File: src/rtl/fg_dac_driver.sv
// Scales DDS samples by Amp, adds Offset, saturates and ships one SPI DAC frame per sample.
// Define FG_DAC_LDAC_EN to pulse DAC_LDACn after each frame.
module fg_dac_driver #(
  parameter int          DAC_W   = 12,
  parameter int          CLK_DIV = 2,
  parameter logic [3:0]  DAC_CMD = 4'h3
) (
  input  logic              Fg_CLK,
  input  logic              RESETn,
  input  logic              Enable,
  input  logic [31:0]       Sample,
  input  logic [15:0]       Amp,
  input  logic [15:0]       Offset,
  output logic [DAC_W-1:0]  DacCode,
  output logic              Busy,
  output logic              SampleDrop,
  output logic              DAC_CSn,
  output logic              DAC_SCLK,
  output logic              DAC_SDI,
  output logic              DAC_LDACn
);

  localparam logic [2:0] S_IDLE  = 3'd0;
  localparam logic [2:0] S_MUL   = 3'd1;
  localparam logic [2:0] S_SAT   = 3'd2;
  localparam logic [2:0] S_SHIFT = 3'd3;
  localparam logic [2:0] S_HOLD  = 3'd4;

  localparam int SH = 46 - DAC_W;
  localparam int CW = $clog2(2 * CLK_DIV + 1);
`ifdef FG_DAC_LDAC_EN
  localparam int END_K = 2 * CLK_DIV - 1;
`else
  localparam int END_K = CLK_DIV - 1;
`endif

  localparam logic signed [49:0] HALF = 50'(2 ** (DAC_W - 1));
  localparam logic signed [49:0] VMAX = 50'(2 ** DAC_W - 1);

  logic [2:0]         state;
  logic               sat_ph;
  logic signed [31:0] smp_q;
  logic [15:0]        amp_q;
  logic signed [15:0] off_q;
  logic signed [48:0] prod_q;
  logic signed [49:0] v_q;
  logic [CW-1:0]      cnt;
  logic [3:0]         bitc;
  logic [15:0]        sh;

  logic signed [16:0] amp_s;
  logic signed [49:0] v_d;
  logic [DAC_W-1:0]   clamp;
  logic [15:0]        frame;
  logic [CW-1:0]      cnt_n;

  always_comb begin
    amp_s = $signed({1'b0, amp_q});
    v_d   = 50'(prod_q >>> SH) + 50'(off_q) + HALF;
    if (v_q < 0)
      clamp = '0;
    else if (v_q > VMAX)
      clamp = '1;
    else
      clamp = v_q[DAC_W-1:0];
    frame = {DAC_CMD, 12'(clamp) << (12 - DAC_W)};
    cnt_n = cnt + CW'(1);
  end

  always_ff @(posedge Fg_CLK or negedge RESETn) begin
    if (!RESETn) begin
      state      <= S_IDLE;
      sat_ph     <= 1'b0;
      smp_q      <= '0;
      amp_q      <= '0;
      off_q      <= '0;
      prod_q     <= '0;
      v_q        <= '0;
      cnt        <= '0;
      bitc       <= '0;
      sh         <= '0;
      DacCode    <= DAC_W'(2 ** (DAC_W - 1));
      Busy       <= 1'b0;
      SampleDrop <= 1'b0;
      DAC_CSn    <= 1'b1;
      DAC_SCLK   <= 1'b0;
      DAC_SDI    <= 1'b0;
    end else begin
      SampleDrop <= Enable && (state != S_IDLE);
      Busy       <= state != S_IDLE;
      unique case (state)
        S_IDLE: begin
          if (Enable) begin
            smp_q <= Sample;
            amp_q <= Amp;
            off_q <= Offset;
            state <= S_MUL;
          end
        end
        S_MUL: begin
          prod_q <= 49'(smp_q) * 49'(amp_s);
          state  <= S_SAT;
        end
        // first pass forms the sum, second clamps and opens the frame
        S_SAT: begin
          if (!sat_ph) begin
            v_q    <= v_d;
            sat_ph <= 1'b1;
          end else begin
            sat_ph   <= 1'b0;
            DacCode  <= clamp;
            sh       <= {frame[14:0], 1'b0};
            DAC_SDI  <= frame[15];
            DAC_CSn  <= 1'b0;
            DAC_SCLK <= 1'b0;
            cnt      <= '0;
            bitc     <= '0;
            state    <= S_SHIFT;
          end
        end
        S_SHIFT: begin
          if (cnt == CW'(CLK_DIV - 1)) begin
            cnt <= '0;
            if (!DAC_SCLK) begin
              DAC_SCLK <= 1'b1;
            end else if (bitc == 4'd15) begin
              DAC_SCLK <= 1'b0;
              DAC_CSn  <= 1'b1;
              DAC_SDI  <= 1'b0;
              state    <= (END_K == 0) ? S_IDLE : S_HOLD;
            end else begin
              DAC_SCLK <= 1'b0;
              DAC_SDI  <= sh[15];
              sh       <= {sh[14:0], 1'b0};
              bitc     <= bitc + 4'd1;
            end
          end else begin
            cnt <= cnt_n;
          end
        end
        S_HOLD: begin
          cnt <= cnt_n;
          if (cnt_n == CW'(END_K))
            state <= S_IDLE;
        end
        default: state <= S_IDLE;
      endcase
    end
  end

`ifdef FG_DAC_LDAC_EN
  // load strobe occupies the second CLK_DIV window after CSn rises
  always_ff @(posedge Fg_CLK or negedge RESETn) begin
    if (!RESETn)
      DAC_LDACn <= 1'b1;
    else
      DAC_LDACn <= !((state == S_HOLD) && (cnt_n >= CW'(CLK_DIV)));
  end
`else
  assign DAC_LDACn = 1'b1;
`endif

endmodule

File: config.mk
export PLATFORM = sky130hd
export DESIGN_NAME = fg_dac_driver
export DESIGN_NICKNAME = d
export VERILOG_FILES = /design/src/rtl/fg_dac_driver.sv
export SDC_FILE = /design/constraint.sdc
export NUM_CORES = 1
export LEC_CHECK = 0
export CAP_MARGIN = 10
export CORE_AREA = 8 8 213 215
export CTS_CLUSTER_DIAMETER = 50
export CTS_CLUSTER_SIZE = 12
export DETAILED_ROUTE_END_ITERATION = 8
export DIE_AREA = 0 0 221 223
export PLACE_DENSITY = 0.75
export SYNTH_ARGS = -nofsm -noshare
export SYNTH_HDL_FRONTEND = slang
export SYNTH_SLANG_ARGS = --single-unit
File: constraint.sdc
create_clock -name Fg_CLK -period 7.4 [get_ports Fg_CLK]
set_clock_uncertainty 0.2 [all_clocks]
set_input_delay 1.48 -clock Fg_CLK [delete_from_list [all_inputs] [get_ports Fg_CLK]]
set_output_delay 1.48 -clock Fg_CLK [all_outputs]
set_load 0.01 [all_outputs]
Word level (Yosys, flattened, before mapping)
Index checks and enable logic that the tools add are counted.
{ "classes": {"addsub": 4, "multipliers": 1, "order_cmp": 2, "n_eq_ne": 14, "n_mux": 35, "bitwise_logic": 1, "n_reduce_logical": 14} }
{ "op_table": {"columns": ["cell", "count"], "rows": [
  ["$mux W16", 4],
  ["$gt A50 B13 Y1 const B", 1],
  ["$lt A50 B1 Y1 const B", 1],
  ["$mul A32 B17 Y49", 1],
  ["$pmux W16 S2", 1],
  ["$mux W12", 2],
  ["$mux W3", 8],
  ["$add A17 B13 Y18 const B", 1],
  ["$add A15 B16 Y17", 1],
  ["$mux W4", 4],
  ["$pmux W3 S5", 1],
  ["$ne A2 B2 Y1 const B", 7],
  ["$mux W1", 10],
  ["$reduce_and A5 Y1", 2],
  ["$eq A3 B1 Y1 const B", 3],
  ["$pmux W3 S3", 1],
  ["$pmux W4 S2", 1],
  ["$reduce_and A2 Y1", 4],
  ["$eq A3 B2 Y1 const B", 2],
  ["$pmux W1 S2", 3],
  ["$reduce_and A6 Y1", 1],
  ["$reduce_bool A3 Y1", 2],
  ["$add A4 B1 Y4 const B", 1],
  ["$eq A4 B4 Y1 const B", 1],
  ["8 further kinds", 8]
]} }
{ "word_totals": {"ff_bits": 207, "inputBits": 67, "output_inout_bits": 18, "wordCells": 87} }

Depth between registers and ports, before layout
Gate-level depths: netlist of the first run.
{ "logic_depth": {"depth_word": 5, "ltp_mapped": 24, "ltp_nobuf": 23} }

Worst setup path after synthesis of the first run
No wires, ideal clock.
{ "synth_path": {"path_type": "flip-flop to flip-flop", "from": "reg smp_q[31]", "to": "reg prod_q[48]", "setup_time_ns": 0.090, "arrival_time_ns": 6.154, "required_time_ns": 7.110, "path_slack_ns": 0.956, "path_stages_with_launch": 20, "period_less_slack_ns": 6.444, "cell_sequence": "dfrtp_1 -> clkbuf_1 -> nand2_1 -> fa_1 -> fa_1 -> inv_1 -> fa_1 -> fa_1 -> fa_1 -> inv_1 -> fa_1 -> inv_1 -> ha_1 -> a21o_1 -> a21o_1 -> a21o_1 -> a221oi_4 -> a21oi_2 -> or4_1 -> o221ai_1"} }
{ "synth_via": {"elab_chain_len": 1} }
{ "synth_lines": {"columns": ["item", "line_no", "rtl"], "rows": [
  ["start, declared", "42", "logic signed [31:0] smp_q;"],
  ["start signal, assigned", "94", "smp_q <= Sample;"],
  ["$mul A32 B17 Y49", "101", "prod_q <= 49'(smp_q) * 49'(amp_s);"],
  ["end signal, assigned", "101", null],
  ["end, declared", "45", "logic signed [48:0] prod_q;"]
]} }
Every way passes these cells.
A chain may end at the register's enable or synchronous reset.

Worst setup path after layout of the first run
{ "layout_path": {"from": "reg amp_q[3]", "to": "reg prod_q[48]"} }
{ "layout_via": {"elab_chain_len": 1} }
{ "layout_lines": {"columns": ["item", "line_no", "rtl"], "rows": [
  ["start, declared", "43", "logic [15:0] amp_q;"],
  ["start signal, assigned", "95", "amp_q <= Amp;"],
  ["$mul A32 B17 Y49", "101", null]
]} }
Every way passes these cells.

==> run_results.csv, run 1 <==
group,metric,value,unit
clock_network,insertion_delay,0.46,ns
worst_setup_path,destination_of_the_worst_register_to_register_timing_path,"prod_q[48]",
grt,grt_util_all_layers,24.0,%
sta,final_setup_viols,0,
layout,syn_to_final_growth,8.30,%
routing,detailedRoute.firstPassIterationCount,5,
floorplanning,die_span_y,223,um
flow_run,cap_violations,0,
power,power_switching_share,43.8,%
routing,vias,16800,
logic_synthesis,async_reset_ff_share,100,%
worst_setup_path,ff2ff_setup_slack,0.33,ns
grt,antenna_found_initial,2,
floorplanning,site_row_count,76,
hold_path,whs_path_depth,2,
hold_path,worstHoldEndpoint,"DacCode[11]",
logic_synthesis,synth_seq_cells,140,
sta,fin_crit,7.07,ns
placed_design,gp_routability_congestion,0.917,
logic_synthesis,synth.yosys.seq_area_share,14.8,%
worst_setup_path,critical_path.max_stage_delay,0.68,ns
power,clock_power_share,22.8,%
worst_setup_path,cp.depth,22,
worst_setup_path,critPathRequiredTime,7.55,ns
worst_setup_path,worst_path_most_repeated_cell,"fa_1",
floorplanning,fp.coreArea,42300,um2
clock_network,cts.clk_slew.worst_paths,0.07,ns
logic_synthesis,synth_area,23700,um2
worst_setup_path,cp_max_fo,21,
sta,worst_slew_pin_slew,0.981,ns
sta,max_freq,141,MHz
routing,post-route-drc-count,0,
worst_setup_path,worst_setup_path_end_kind,"register",
clock_network,cts_root_buffer,"clkbuf_16",
worst_setup_path,critPathBufInv,5,
sta,timing.slew.headroom,34.6,%
routing,detail_route.wl_per_cell,18.2,um
routing,drt-initial-drc-count,1138,
sta,tns,0,ns
placed_design,port_buffers,83,
power,power.share.sequential,22.5,%
sta,finalHoldViolCount,0,
grt,grt_pass1_vias,19100,
sta,fin_hold_ws,0.273,ns
layout,stdcell_area,25600,um2
logic_synthesis,netlist-cell-type-count,68,
placed_design,dp_hpwl,44700,um
power,share_comb_of_total_power,54.7,%
clock_network,cts_htree_levels,4,
grt,first_pass_grt_wire_length,96000,um
routing,detail-route-antenna-nets,0,
hold_path,timing.hold.worst.start,"DacCode[11]",
power,static-leakage-power,13.3,nW
power,intPower,0.00220,W
sta,setup_repair_after_global_routing_missed_its_margin,"false",
grt,grt_start_max_net_pins,84,
logic_synthesis,synthesized_area_divided_by_synthesized_cell_count,9.48,um2
floorplanning,die_x,221,um
logic_synthesis,syn-instance-count,2496,
sta,post-route-period-util,95.5,%
placed_design,post_dp_cell_area,25000,um2
power,peakVddDrop,123,uV
logic_synthesis,synth_ff_type,"dfrtp_1",
layout,layout_common_cells,"inv_1, fa_1, nand2_1, and2_1, ha_1",
layout,layout_commonest_cell,"inv_1",
logic_synthesis,number_of_enable_flip_flop_cells_after_synthesis,0,
worst_setup_path,path_cells,"buf_4 > and2_1 > fa_1 > inv_1 > fa_1 > fa_1 > inv_1 > ha_1 > fa_1 > inv_1 > fa_1 > inv_1 > ha_1 > nand3_1 > o22ai_1 > a211oi_2 > o21ai_0 > o211ai_2 > a211o_4 > a21oi_2 > or4_1 > o221ai_1",
hold_path,path_type_of_the_worst_min_delay_path,"reg2reg",
floorplanning,start_util,55.9,%
clock_network,clockBufferDepth,2,
worst_setup_path,worst-setup-path-type,"reg2reg",
logic_synthesis,synth.net_count,3202,
power,totalPowerFinal,0.00392,W
power,power.net_switching,0.00172,W
worst_setup_path,r2r_depth,22,
sta,timing.final.max_slew_violations,0,
worst_setup_path,cp_top_family,"adder cells",
worst_setup_path,data_arrival_time_of_the_worst_path,7.22,ns
clock_network,cts_num_sinks,140,
routing,avgViaCountPerCell,5.44,
clock_network,tritoncts_clock_tree,"done",
grt,grt_remaining_overflow,0,
routing,routed_wirelength,56100,um
power,p_per_area,153,nW/um2
layout,final_nets,3227,
floorplanning,die_outline_area,49300,um2
worst_setup_path,timing.critical_path.slowest_stage_cell,"dfrtp_1",
logic_synthesis,synth-warning-count,0,
worst_setup_path,worstSetupStartpointType,"register",
layout,final_layout_size_suffix_gt1_share,6.16,%
clock_network,cts-buffers-inserted,17,
floorplanning,io_pins,85,
worst_setup_path,launch_instance_of_the_worst_register_to_register_path,"amp_q[3]",
outcome,run_status,"finished clean",
-- layer usage --
metal  wire length (um)  part of all wire (%)  up-vias  global-route usage [%]
li1                   -                     -     7456                       -
met5                  0                     0        -                       0
met1              22700                    40     8618                    30.3
met4               1680                   3.0        0                    7.96
met3               3750                   6.7      123                    4.56
met2              28000                    50      569                    41.4
-- cells in the mapped netlist (3+ instances only) --
| library cell | instances | area [um2] |
|---|---|---|
| nand2_1 | 354 | 1330 |
| o22ai_1 | 12 | 75.1 |
| a21oi_1 | 50 | 250 |
| nand2b_1 | 5 | 31.3 |
| a41oi_1 | 3 | 26.3 |
| o21ai_0 | 49 | 245 |
| dfrtp_1 | 138 | 3450 |
| mux2_2 | 67 | 754 |
| or3_1 | 3 | 18.8 |
| nor2_1 | 59 | 221 |
| xor2_1 | 12 | 105 |
| a211o_1 | 3 | 26.3 |
| xnor2_1 | 22 | 193 |
| nor2b_1 | 5 | 31.3 |
| nand4_1 | 5 | 31.3 |
| nor3_1 | 9 | 45.0 |
| a21o_1 | 21 | 158 |
| inv_1 | 594 | 2230 |
| o211ai_1 | 5 | 37.5 |
| fa_1 | 488 | 9770 |
| o21a_1 | 5 | 37.5 |
| and2_1 | 239 | 1500 |
| ha_1 | 151 | 1890 |
| and3_1 | 4 | 25.0 |
| nand3_1 | 20 | 100 |
| o21ai_1 | 4 | 20.0 |
| a211oi_2 | 3 | 37.5 |
| clkbuf_1 | 96 | 360 |
| buf_1 | 5 | 18.8 |
| buf_2 | 4 | 20.0 |
| o31ai_1 | 15 | 113 |
-- stage by stage --
step	setup slack, ns	utilization, %	instances
floorplan	0.956	-	2496
global placement	0.467	59.1	3048
detailed placement	0.403	59.1	3048
CTS	0.364	60.5	3080
global route	0.0103	60.5	3082
finish	0.333	60.5	3082
-- sequential cells by signal, summed over array words and instances, names as in the netlist, 3 cells and up --
signal   cells
v_q         18
DacCode     12
off_q       16
cnt          3
smp_q       32
sh          15
state        3
amp_q       16
bitc         4
prod_q      15
-- area by class of cell --
class / count / area [um2]
Antenna cell: 2 / 5.00
Timing Repair Buffer: 115 / 1100
Multi-Input combinational cell: 1653 / 17500
Clock inverter: 15 / 180
Sequential cell: 140 / 3510
Fill cell: 3471 / 16700
Clock buffer: 17 / 425
Tap cell: 546 / 683
Inverter: 594 / 2230
-- kinds of logic after synthesis --
group / count (synthesis) / synth area share (%)
XOR/XNOR: 34 / 1.26
adder cells (fa/ha/maj): 639 / 49.3
AND/OR/NAND/NOR: 713 / 14.4
buffers and inverters: 703 / 11.3
flip-flops: 140 / 14.8
other: 1 / 0.0159
multiplexers: 68 / 3.23
AO/OA/AOI/OAI: 198 / 5.70
-- tightest hold or removal path: stages (launching register included) --
cell and delay, ns:
dfstp_2 0.37, nand2_1 0.05, o31ai_1 0.06
-- repair_timing --
| action | 4_1_cts | 5_1_grt |
|---|---|---|
| hold buffers | 0 | 0 |
| setup buffers | 0 | 0 |
| setup endpoints to repair | 0 | 6 |
| gates resized for setup | 0 | 1 |
| hold endpoints to repair | 0 | 0 |
-- worst max-delay path by stage --
stage	end	slack [ns]	from
final	prod_q[48]	0.33	amp_q[3]
after global routing	prod_q[48]	0.01	amp_q[3]
after CTS	prod_q[48]	0.36	amp_q[6]
after detailed placement	prod_q[48]	0.40	amp_q[6]
after global placement	prod_q[36]	0.47	amp_q[6]
after floorplan	prod_q[48]	0.96	smp_q[31]
-- power groups by stage --
stage | clock (W) | combinational, W | sequential [W]
final | 0.000896 | 0.00215 | 0.000882
after detailed placement | 0 | 0.00214 | 0.000892
after global placement | 0 | 0.00206 | 0.000889
after floorplan | 0 | 0.00164 | 0.000835
after CTS | 0.000903 | 0.00216 | 0.000878
after global routing | 0.000936 | 0.00247 | 0.000886
Note: power is estimated with default switching activity, not from simulation.
==> run 2: changes to the inputs <==
Settings changed: CORE_AREA 8 8 213 215 to 8 8 239 241, DIE_AREA 0 0 221 223 to 0 0 247 249, GPL_ROUTABILITY_DRIVEN set to 1, PLACE_DENSITY 0.75 to unset.
==> run_results.csv, run 2 (synthesis gave the netlist of run 1 again) <==
group,metric,value,unit
outcome,run_status,"finished clean",
flow_run,cap_violations,0,
worst_setup_path,worst_setup_path_end_kind,"register",
layout,final_layout_size_suffix_gt1_share,6.52,%
routing,post-route-drc-count,0,
worst_setup_path,path_cells,"nand2_1 > fa_1 > fa_1 > fa_1 > inv_1 > fa_1 > fa_1 > inv_1 > fa_1 > inv_1 > ha_1 > a21oi_1 > nand3_1 > nor3_1 > o211ai_1 > o211ai_2 > a211o_4 > a21oi_2 > or4_1 > o221ai_1",
sta,tns,0,ns
placed_design,post_dp_cell_area,25300,um2
clock_network,cts_num_sinks,140,
routing,avgViaCountPerCell,5.05,
worst_setup_path,critPathBufInv,3,
power,power_switching_share,44.2,%
floorplanning,die_span_y,249,um
grt,grt_start_max_net_pins,79,
routing,detailedRoute.firstPassIterationCount,5,
clock_network,cts_htree_levels,4,
worst_setup_path,worstSetupStartpointType,"register",
floorplanning,io_pins,85,
worst_setup_path,worst_path_most_repeated_cell,"fa_1",
routing,drt-initial-drc-count,777,
layout,layout_common_cells,"inv_1, fa_1, nand2_1, and2_1, ha_1",
placed_design,dp_hpwl,45900,um
grt,grt_remaining_overflow,0,
sta,timing.final.max_slew_violations,0,
floorplanning,fp.coreArea,53300,um2
clock_network,insertion_delay,0.45,ns
power,totalPowerFinal,0.00388,W
floorplanning,site_row_count,85,
worst_setup_path,ff2ff_setup_slack,0.44,ns
sta,finalHoldViolCount,0,
worst_setup_path,cp_top_family,"adder cells",
clock_network,cts-buffers-inserted,17,
sta,worst_slew_pin_slew,1.05,ns
grt,grt_pass1_vias,18000,
routing,routed_wirelength,56900,um
worst_setup_path,worst-setup-path-type,"reg2reg",
power,p_per_area,150,nW/um2
sta,post-route-period-util,94.1,%
power,clock_power_share,22.1,%
placed_design,placedCellCount,3209,
routing,vias,16400,
routing,detail_route.wl_per_cell,17.5,um
layout,finish.utilization,48.6,%
power,peakVddDrop,163,uV
grt,antenna_found_initial,1,
layout,registers.top_by_ff_count,"smp_q",
layout,number_of_flip_flops_under_the_largest_register_name,32,
worst_setup_path,critical_path.max_stage_delay,0.89,ns
sta,timing.slew.headroom,30.2,%
placed_design,port_buffers,83,
clock_network,cts_repair_resize_count,0,
sta,max_freq,144,MHz
layout,syn_to_final_growth,9.41,%
layout,layout_commonest_cell,"inv_1",
hold_path,path_type_of_the_worst_min_delay_path,"reg2reg",
routing,detail-route-antenna-nets,0,
power,power.net_switching,0.00171,W
layout,number_of_standard_cells_in_the_layout_taps_in_and_fillers_out,3242,
sta,fin_crit,6.96,ns
power,power.share.sequential,22.5,%
clock_network,clockBufferDepth,2,
floorplanning,die_outline_area,61500,um2
power,intPower,0.00216,W
clock_network,cts_hold_buffers,0,
worst_setup_path,timing.critical_path.slowest_stage_cell,"dfrtp_1",
grt,first_pass_grt_wire_length,96200,um
sta,final_setup_viols,0,
worst_setup_path,cp_max_fo,17,
sta,setup_repair_after_global_routing_missed_its_margin,"false",
power,static-leakage-power,13.3,nW
power,share_comb_of_total_power,55.4,%
layout,reg.largest.list,"smp_q x32, v_q x18",
clock_network,cts_root_buffer,"clkbuf_16",
grt,grt_util_all_layers,19.4,%
floorplanning,start_util,44.4,%
clock_network,cts.clk_slew.worst_paths,0.07,ns
placed_design,gp_routability_congestion,0.868,
worst_setup_path,critPathRequiredTime,7.55,ns
clock_network,cts_setup_buffers,0,
worst_setup_path,data_arrival_time_of_the_worst_path,7.11,ns
layout,stdcell_area,25900,um2
clock_network,tritoncts_clock_tree,"done",
layout,final_nets,3238,
floorplanning,die_x,247,um
==> run 2: tightest hold or removal path, stage by stage (launching register included) <==
cell and delay [ns]:
dfstp_2 0.37, nand2_1 0.05, o31ai_1 0.06
==> run 2: power groups by stage <==
stage	sequential [W]	combinational [W]	clock, W
after floorplan	0.000835	0.00164	0
after global placement	0.000884	0.00213	0
after detailed placement	0.000885	0.00217	0
after CTS	0.000871	0.00219	0.000876
after global routing	0.000878	0.00250	0.000904
final	0.000872	0.00215	0.000855
==> run 2: path summary, 6_finish.rpt <==
check | start | to | cells after the start
hold reg to reg | DacCode[11] | DacCode[11] | 2
min in group asynchronous | RESETn | off_q[9] | 1
hold / removal | DacCode[11] | DacCode[11] | 2
setup / recovery | smp_q[25] | prod_q[48] | 20
max in group asynchronous | RESETn | state[1] | 2
setup reg to reg | smp_q[25] | prod_q[48] | 20
==> run 2: cell type report <==
class	count	area [um2]
diodes	1	2.50
clock buffers	19	453
clock inverters	13	124
fillers	4930	27400
inverters	594	2230
multi-input cells	1653	17500
flip-flops and latches	140	3510
well taps	696	871
repair buffers	126	1200
==> run 2: metal layers <==
layer	track usage, %	up-vias	wire (um)
met5	0	-	0
met4	4.09	0	811
met3	2.59	70	2700
met2	31.9	359	27700
met1	27.2	8490	25600
li1	-	7465	-
==> run 2: through the flow <==
stage / hold slack [ns] / setup WS, ns
floorplan: 0.249 / 0.956
global placement: 0.267 / 0.473
detailed placement: 0.271 / 0.444
CTS: 0.287 / 0.396
global route: 0.301 / 0.107
finish: 0.280 / 0.439
